[config.mk]
export PLATFORM = sky130hd
export DESIGN_NAME = console_renderer
export DESIGN_NICKNAME = d
export VERILOG_FILES = /design/src/rtl/console_renderer.sv
export SDC_FILE = /design/constraint.sdc
export NUM_CORES = 1
export LEC_CHECK = 0
export CAP_MARGIN = 5
export CORE_MARGIN = 5
export CORE_UTILIZATION = 31
export CTS_CLUSTER_SIZE = 40
export DETAILED_ROUTE_END_ITERATION = 10
export GPL_TIMING_DRIVEN = 0
export PLACE_DENSITY = 0.53
export SYNTH_ARGS = -nofsm -noshare
export SYNTH_HDL_FRONTEND = slang
export SYNTH_SLANG_ARGS = --single-unit
[constraint.sdc]
create_clock -name clk_pixel -period 5.9 [get_ports clk_pixel]
set_clock_uncertainty 0.1 [all_clocks]
set_input_delay 1.18 -clock clk_pixel [delete_from_list [all_inputs] [get_ports clk_pixel]]
set_output_delay 1.18 -clock clk_pixel [all_outputs]
set_load 0.1 [all_outputs]
[src/rtl/console_renderer.sv]
`default_nettype none
// ============================================================================
// console_renderer : text-mode pixel pipeline (font fetch, palette, blink, cursor)
// Revision 1.0 - initial release
// ============================================================================
module console_renderer #(
  parameter int BIT_WIDTH    = 12,
  parameter int BIT_HEIGHT   = 11,
  parameter int FONT_WIDTH   = 8,
  parameter int FONT_HEIGHT  = 16,
  parameter int BLINK_FRAMES = 32,
  parameter int CURSOR_START = 14,
  parameter int CURSOR_END   = 15
) (
  input  logic                                          clk_pixel,
  input  logic                                          reset,
  input  logic [BIT_WIDTH-1:0]                          cx,
  input  logic [BIT_HEIGHT-1:0]                         cy,
  input  logic                                          in_active,
  input  logic [7:0]                                    codepoint,
  input  logic [7:0]                                    charattr,
  input  logic                                          cursor_en,
  input  logic [BIT_WIDTH-$clog2(FONT_WIDTH)-1:0]       cursor_col,
  input  logic [BIT_HEIGHT-$clog2(FONT_HEIGHT)-1:0]     cursor_row,
  output logic [8+$clog2(FONT_HEIGHT)-1:0]              font_addr,
  input  logic [FONT_WIDTH-1:0]                         font_row,
  output logic [23:0]                                   rgb,
  output logic                                          rgb_valid
);
  localparam int HW    = $clog2(FONT_WIDTH);
  localparam int VW    = $clog2(FONT_HEIGHT);
  localparam int COL_W = BIT_WIDTH - HW;
  localparam int ROW_W = BIT_HEIGHT - VW;
  localparam int CNT_W = $clog2(BLINK_FRAMES) + 1;

  function automatic logic [FONT_HEIGHT-1:0] cursor_rows();
    logic [FONT_HEIGHT-1:0] m;
    m = '0;
    for (int i = 0; i < FONT_HEIGHT; i++)
      if (i >= CURSOR_START && i <= CURSOR_END) m[i] = 1'b1;
    return m;
  endfunction

  localparam logic [FONT_HEIGHT-1:0] CURSOR_ROWS = cursor_rows();

  function automatic logic [23:0] palette(input logic [3:0] idx);
    logic [7:0] on, off;
    on  = idx[3] ? 8'hFF : 8'hAA;
    off = idx[3] ? 8'h55 : 8'h00;
    if (idx == 4'd6) palette = 24'hAA5500;
    else             palette = {idx[2] ? on : off, idx[1] ? on : off, idx[0] ? on : off};
  endfunction

  // Position counters and blink state
  logic [HW-1:0]         h_q, h_d, hidx_c;
  logic [COL_W-1:0]      col_q, col_d, col_c;
  logic [VW-1:0]         v_q, v_d, vidx_c;
  logic [ROW_W-1:0]      row_q, row_d, row_c;
  logic [BIT_HEIGHT-1:0] prev_cy_q, prev_cy_d;
  logic [CNT_W-1:0]      frame_q, frame_d;
  logic                  phase_q, phase_d, started_q, started_d;
  logic                  frame_start_c;

  // Stage 1 / stage 2 context and stage 3 outputs
  logic [8+VW-1:0] font_addr_q, font_addr_d;
  logic [HW-1:0]   s1_hidx_q, s1_hidx_d, s2_hidx_q;
  logic [23:0]     s1_fg_q, s1_fg_d, s1_bg_q, s1_bg_d, s2_fg_q, s2_bg_q;
  logic            s1_blink_q, s1_blink_d, s2_blink_q;
  logic            s1_active_q, s1_active_d, s2_active_q;
  logic            s1_hit_q, s1_hit_d, s2_hit_q;
  logic            s1_phase_q, s1_phase_d, s2_phase_q;
  logic [23:0]     rgb_q, rgb_d;
  logic            rgb_valid_q, rgb_valid_d;

  always_comb begin
    hidx_c = h_q;
    col_c  = col_q;
    if (cx == '0) begin
      hidx_c = '0;
      col_c  = '0;
    end
    {col_d, h_d} = {col_c, hidx_c} + BIT_WIDTH'(1);

    vidx_c = v_q;
    row_c  = row_q;
    frame_start_c = (cx == '0) && (cy == '0);
    if (frame_start_c) begin
      vidx_c = '0;
      row_c  = '0;
    end else if (cy != prev_cy_q) begin
      vidx_c = v_q + VW'(1);
      if (&v_q) row_c = row_q + ROW_W'(1);
    end
    v_d       = vidx_c;
    row_d     = row_c;
    prev_cy_d = cy;

    // The frame start that opens frame 0 closes no frame, so it is not counted.
    frame_d   = frame_q;
    phase_d   = phase_q;
    started_d = started_q;
    if (frame_start_c) begin
      if (!started_q) begin
        started_d = 1'b1;
      end else if (frame_q == CNT_W'(BLINK_FRAMES - 1)) begin
        frame_d = '0;
        phase_d = ~phase_q;
      end else begin
        frame_d = frame_q + CNT_W'(1);
      end
    end

    font_addr_d = {codepoint, vidx_c};
    s1_hidx_d   = hidx_c;
    s1_fg_d     = palette(charattr[3:0]);
    s1_bg_d     = palette({1'b0, charattr[6:4]});
    s1_blink_d  = charattr[7];
    s1_active_d = in_active;
    s1_phase_d  = phase_d;
    s1_hit_d    = cursor_en && (col_c == cursor_col) && (row_c == cursor_row)
                  && CURSOR_ROWS[vidx_c];

    rgb_d       = '0;
    rgb_valid_d = 1'b0;
    if (s2_active_q) begin
      rgb_valid_d = 1'b1;
      if (s2_hit_q && !s2_phase_q)      rgb_d = s2_fg_q;
      else if (s2_blink_q && s2_phase_q) rgb_d = s2_bg_q;
      else                               rgb_d = font_row[~s2_hidx_q] ? s2_fg_q : s2_bg_q;
    end
  end

  always_ff @(posedge clk_pixel or posedge reset) begin
    if (reset) begin
      h_q <= '0; col_q <= '0; v_q <= '0; row_q <= '0; prev_cy_q <= '0;
      frame_q <= '0; phase_q <= 1'b0; started_q <= 1'b0;
      font_addr_q <= '0; s1_hidx_q <= '0; s1_fg_q <= '0; s1_bg_q <= '0;
      s1_blink_q <= 1'b0; s1_active_q <= 1'b0; s1_hit_q <= 1'b0; s1_phase_q <= 1'b0;
      s2_hidx_q <= '0; s2_fg_q <= '0; s2_bg_q <= '0;
      s2_blink_q <= 1'b0; s2_active_q <= 1'b0; s2_hit_q <= 1'b0; s2_phase_q <= 1'b0;
      rgb_q <= '0; rgb_valid_q <= 1'b0;
    end else begin
      h_q <= h_d; col_q <= col_d; v_q <= v_d; row_q <= row_d; prev_cy_q <= prev_cy_d;
      frame_q <= frame_d; phase_q <= phase_d; started_q <= started_d;
      font_addr_q <= font_addr_d; s1_hidx_q <= s1_hidx_d; s1_fg_q <= s1_fg_d;
      s1_bg_q <= s1_bg_d; s1_blink_q <= s1_blink_d; s1_active_q <= s1_active_d;
      s1_hit_q <= s1_hit_d; s1_phase_q <= s1_phase_d;
      s2_hidx_q <= s1_hidx_q; s2_fg_q <= s1_fg_q; s2_bg_q <= s1_bg_q;
      s2_blink_q <= s1_blink_q; s2_active_q <= s1_active_q; s2_hit_q <= s1_hit_q;
      s2_phase_q <= s1_phase_q;
      rgb_q <= rgb_d; rgb_valid_q <= rgb_valid_d;
    end
  end

  assign font_addr = font_addr_q;
  assign rgb       = rgb_q;
  assign rgb_valid = rgb_valid_q;
endmodule
`default_nettype wire

==> report_table.html <==
<table>
<tr><th>Metric</th><th>Value</th></tr>
<tr><th colspan="2">Status</th></tr>
<tr><td>Outcome</td><td>finished, final reports clean</td></tr>
<tr><th colspan="2">Placed design</th></tr>
<tr><td>Final weighted congestion of routability-driven global placement</td><td>a little under 0.8</td></tr>
<tr><td>Post-Place Cell Area</td><td>between 0.005 and 0.006 sq mm</td></tr>
<tr><td>Count of buffers from port buffering</td><td>approximately 100</td></tr>
<tr><td>Placed cell count</td><td>~570</td></tr>
<tr><td>Post-detailed-placement half-perimeter wirelength</td><td>about 6200 microns</td></tr>
<tr><td>Worst setup timing slack at the placement stage</td><td>around 2100 ps</td></tr>
<tr><th colspan="2">Yosys</th></tr>
<tr><td>Leading cell types by total area after synthesis</td><td>dfrtp_1 58%, xnor2_1 5.1%, buf_4 3.8%</td></tr>
<tr><td>Synth top cells by count</td><td>87 x dfrtp_1, 22 x xnor2_1, 20 x nand3_1, 20 x nor2_1, 19 x buf_4</td></tr>
<tr><td>Synthesized area divided by synthesized cell count</td><td>between 10 and 15 sq um</td></tr>
<tr><td>Distinct cell type count of the synthesized netlist</td><td>between 50 and 60</td></tr>
<tr><td>Synth async-reset ratio</td><td>1.00</td></tr>
<tr><td>Top flip-flop cell by instance count after synthesis</td><td>dfrtp_1</td></tr>
<tr><td>Synthesized net count</td><td>388</td></tr>
<tr><td>Biggest area consumer among synthesized cells</td><td>dfrtp_1</td></tr>
<tr><td>Most frequent cell after synthesis</td><td>dfrtp_1</td></tr>
<tr><td>Fraction of the yosys area taken by sequential cells</td><td>0.579</td></tr>
<tr><td>Cell area after synthesis</td><td>approximately 0.0038 sq mm</td></tr>
<tr><td>Yosys Warn Count</td><td>0</td></tr>
<tr><td>Share of the synthesized area in the top cell type</td><td>0.579</td></tr>
<tr><td>Number of flops mapped to enable cells by yosys</td><td>0</td></tr>
<tr><td>Total of flip-flops plus latches after synthesis</td><td>between 80 and 90</td></tr>
<tr><td>Syn Inst Count</td><td>317</td></tr>
<tr><th colspan="2">Route</th></tr>
<tr><td>Ratio of routed vias to standard cells</td><td>4.66</td></tr>
<tr><td>Vias after detailed routing</td><td>around 2700</td></tr>
<tr><td>Initial drt markers</td><td>slightly above 90</td></tr>
<tr><td>First-pass DRT Iterations</td><td>6</td></tr>
<tr><td>Routed WL per cell</td><td>between 10 and 15 microns</td></tr>
<tr><td>Post-Route WL</td><td>about 8100 microns</td></tr>
<tr><td>Remaining antenna violation count</td><td>0</td></tr>
<tr><td>Post-detailed-route DRC marker count</td><td>0</td></tr>
<tr><th colspan="2">Critical path</th></tr>
<tr><td>Slowest cell on the critical path</td><td>clkdlybuf4s50_1</td></tr>
<tr><td>Worst path cell trace</td><td>clkdlybuf4s50_1, xnor2_1, nand4_2, nor3_4, buf_6, o21ai_4, a2111oi_4, o2111ai_1, nor4_2</td></tr>
<tr><td>Delay of the slowest cell on the worst path</td><td>540 ps</td></tr>
<tr><td>Start-to-end type of the worst setup path</td><td>primary input to register</td></tr>
<tr><td>Crit path required time</td><td>6030 ps</td></tr>
<tr><td>CP Max Fanout</td><td>10</td></tr>
<tr><td>Critical Path Source Type</td><td>primary input</td></tr>
<tr><td>Cells on worst reg2reg path</td><td>8</td></tr>
<tr><td>Critical path capture point type</td><td>register</td></tr>
<tr><td>Critical path data arrival time</td><td>about 3600 ps</td></tr>
<tr><th colspan="2">Global routing</th></tr>
<tr><td>Initial antenna violation count</td><td>0</td></tr>
<tr><td>Sum of overflow across all layers after global routing</td><td>0</td></tr>
<tr><td>Maximum number of pins on one net before global-route repair</td><td>46</td></tr>
<tr><td>First-pass GRT wire length</td><td>around 13000 microns</td></tr>
<tr><td>Via count of the first global-routing pass</td><td>roughly 2700</td></tr>
<tr><td>Overall track demand over capacity in global routing</td><td>0.115</td></tr>
<tr><th colspan="2">Floorplan</th></tr>
<tr><td>Row count</td><td>40</td></tr>
<tr><td>Die Footprint</td><td>0.0144 sq mm</td></tr>
<tr><td>Width of the die</td><td>between 100 and 150 microns</td></tr>
<tr><td>Core Footprint</td><td>roughly 0.012 sq mm</td></tr>
<tr><td>Initial core utilization</td><td>0.314</td></tr>
<tr><td>Y dimension of the die</td><td>120 microns</td></tr>
<tr><td>Number of ports placed on the die boundary</td><td>104</td></tr>
<tr><th colspan="2">Timing</th></tr>
<tr><td>Final worst slack</td><td>2460 ps</td></tr>
<tr><td>Hold Violations, Final</td><td>0</td></tr>
<tr><td>Setup violation total in the final timing report</td><td>0</td></tr>
<tr><td>Final Critical Period</td><td>~3400 ps</td></tr>
<tr><td>Setup repair after global routing missed its margin</td><td>false</td></tr>
<tr><td>Max_slew headroom</td><td>0.339</td></tr>
<tr><td>Setup TNS</td><td>0 ps</td></tr>
<tr><td>Period utilization</td><td>0.582</td></tr>
<tr><td>Maximum clock rate</td><td>between 0.2 and 0.3 GHz</td></tr>
<tr><td>Pins over their slew limit</td><td>0</td></tr>
<tr><td>Least-Margin Pin Slew</td><td>~1000 ps</td></tr>
<tr><th colspan="2">Pwr</th></tr>
<tr><td>Power per unit of standard cell area</td><td>between 300 and 400 mW/mm^2</td></tr>
<tr><td>Peak VDD IR</td><td>around 0.23 mV</td></tr>
<tr><td>Cell-internal power</td><td>1280 uW</td></tr>
<tr><td>P_sw</td><td>747 uW</td></tr>
<tr><td>Leakage power</td><td>~0.0023 uW</td></tr>
<tr><td>Power share of the clock group</td><td>0.313</td></tr>
<tr><td>Sequential share of power</td><td>0.369</td></tr>
<tr><td>Sw frac</td><td>0.369</td></tr>
<tr><td>Share of total power in combinational logic</td><td>0.318</td></tr>
<tr><th colspan="2">Clocking</th></tr>
<tr><td>Root buf cell</td><td>clkbuf_16</td></tr>
<tr><td>Clock Tree Buf Depth</td><td>2</td></tr>
<tr><td>Hold buffer count at CTS</td><td>0</td></tr>
<tr><td>Number of setup buffers added after CTS</td><td>0</td></tr>
<tr><td>Number of buffers added by the clock tree synthesis step</td><td>9</td></tr>
<tr><td>CTS H-tree depth</td><td>3</td></tr>
<tr><td>Number of clock sinks seen by CTS</td><td>87</td></tr>
<tr><td>Worst-Skew Late Latency</td><td>between 300 and 400 ps</td></tr>
<tr><td>Post-cts resize count</td><td>0</td></tr>
<tr><td>Clock transition at the register clock pins on the worst setup and hold paths after CTS</td><td>~70 ps</td></tr>
<tr><td>CTS tree</td><td>built</td></tr>
<tr><th colspan="2">Final layout</th></tr>
<tr><td>Antenna fix cells</td><td>0</td></tr>
<tr><td>Number of non-filler instances in the completed layout</td><td>a little under 600</td></tr>
<tr><td>Post-layout nets</td><td>about 500</td></tr>
<tr><td>Fin area</td><td>about 0.0053 sq mm</td></tr>
<tr><td>Final core utilization</td><td>0.447</td></tr>
<tr><td>Final-layout fill cell count</td><td>1135</td></tr>
<tr><td>Area growth, synth to finish</td><td>42.0%</td></tr>
<tr><td>Layout cell share with drive strength beyond 1</td><td>0.130</td></tr>
<tr><th colspan="2">Flow run</th></tr>
<tr><td>Max-Cap Viols</td><td>0</td></tr>
<tr><th colspan="2">Hold path</th></tr>
<tr><td>Worst hold path class</td><td>register to register</td></tr>
<tr><td>Worst Hold Path Cells</td><td>0</td></tr>
</table>
kinds of logic after synthesis:
kind of cell | Yosys count | share of synthesized area
AO/OA/AOI/OAI | 29 | 0.0629
XOR/XNOR | 31 | 0.0722
adder cells (fa/ha/maj) | 4 | 0.0133
buffers and inverters | 40 | 0.0622
flip-flops | 87 | 0.579
multiplexers | 10 | 0.0339
AND/OR/NAND/NOR | 116 | 0.177
area by class of cell:
type                       count  area (sq um)  share of cell area
buffer                        30           196              0.0368
timing repair buffer         104          1060               0.198
tap                          147           184              0.0344
clock inverter                 7           111              0.0208
inverter                      10          40.0             0.00749
sequential                    87          2180               0.407
multi-input combinational    190          1350               0.253
clock buffer                   9           225              0.0422
metal layers:
metal  up-vias  wire [microns]  part of all wire  track usage
met5         -               0                 0            0
met4         0             195             0.024       0.0573
met3        14             466             0.057       0.0283
met2        99            3660              0.45        0.175
met1      1282            3800              0.47        0.154
li1       1327               -                 -            -
power by group through the flow:
stage / registers (uW) / logic [uW] / clock network [uW]
final: 746 / 643 / 632
after global routing: 759 / 684 / 678
after CTS: 747 / 650 / 651
after detailed placement: 757 / 647 / 0
after global placement: 756 / 637 / 0
after floorplan: 875 / 345 / 0
worst max-delay path: cells and delay by family:
kind,cells,cell delay [ps]
compound gates,3,560
simple gates,3,910
xor+xnor,1,150
buf+inv,2,760
flip-flops by register name, summed over array words and instances, names as in the netlist, 3 cells and up:
register   flops
font_addr     12
s1_bg_q        4
s2_fg_q        5
h_q            3
frame_q        6
s1_fg_q        5
col_q          9
s2_hidx_q      3
row_q          7
s2_bg_q        4
rgb            5
prev_cy_q     11
s1_hidx_q      3
stage by stage:
stage               hold WS (ps)  power (uW)
floorplan                    231        1220
global placement             233        1390
detailed placement           236        1400
CTS                          250        2050
global route                 256        2120
finish                       249        2020
cell usage in the layout (no fill, tap or decap), types with 3 or more instances in the layout:
master and count:
nor4_1 6, a21oi_1 7, xnor2_1 22, nand2b_1 6, xor2_1 9, ha_1 4, buf_2 4, nand4_1 5
o211ai_1 6, buf_4 19, nor2b_1 6, mux2i_1 6, nor3_1 4, dfrtp_1 87, clkdlybuf4s50_1 103, clkbuf_16 9
and3_1 5, nand2_1 17, inv_8 3, or4_1 6, and2_1 4, inv_1 9, nand3_1 20, clkbuf_1 6
nand4b_1 3, a21o_1 3, nor2_1 20
worst paths after layout:
path / slack [ps] / to / startpoint
max in group asynchronous: 3930 / row_q[5]$_DFF_PP0_ / reset
min in group asynchronous: 1140 / font_addr[4]$_DFF_PP0_ / reset
min: 250 / s2_hidx_q[1]$_DFF_PP0_ / s1_hidx_q[1]$_DFF_PP0_
min reg2reg: 250 / s2_hidx_q[1]$_DFF_PP0_ / s1_hidx_q[1]$_DFF_PP0_
max: 2460 / s1_hit_q$_DFF_PP0_ / cy[10]
max reg2reg: 3450 / s1_hit_q$_DFF_PP0_ / prev_cy_q[6]$_DFF_PP0_
No activity file was read; power rests on OpenSTA's default activity.
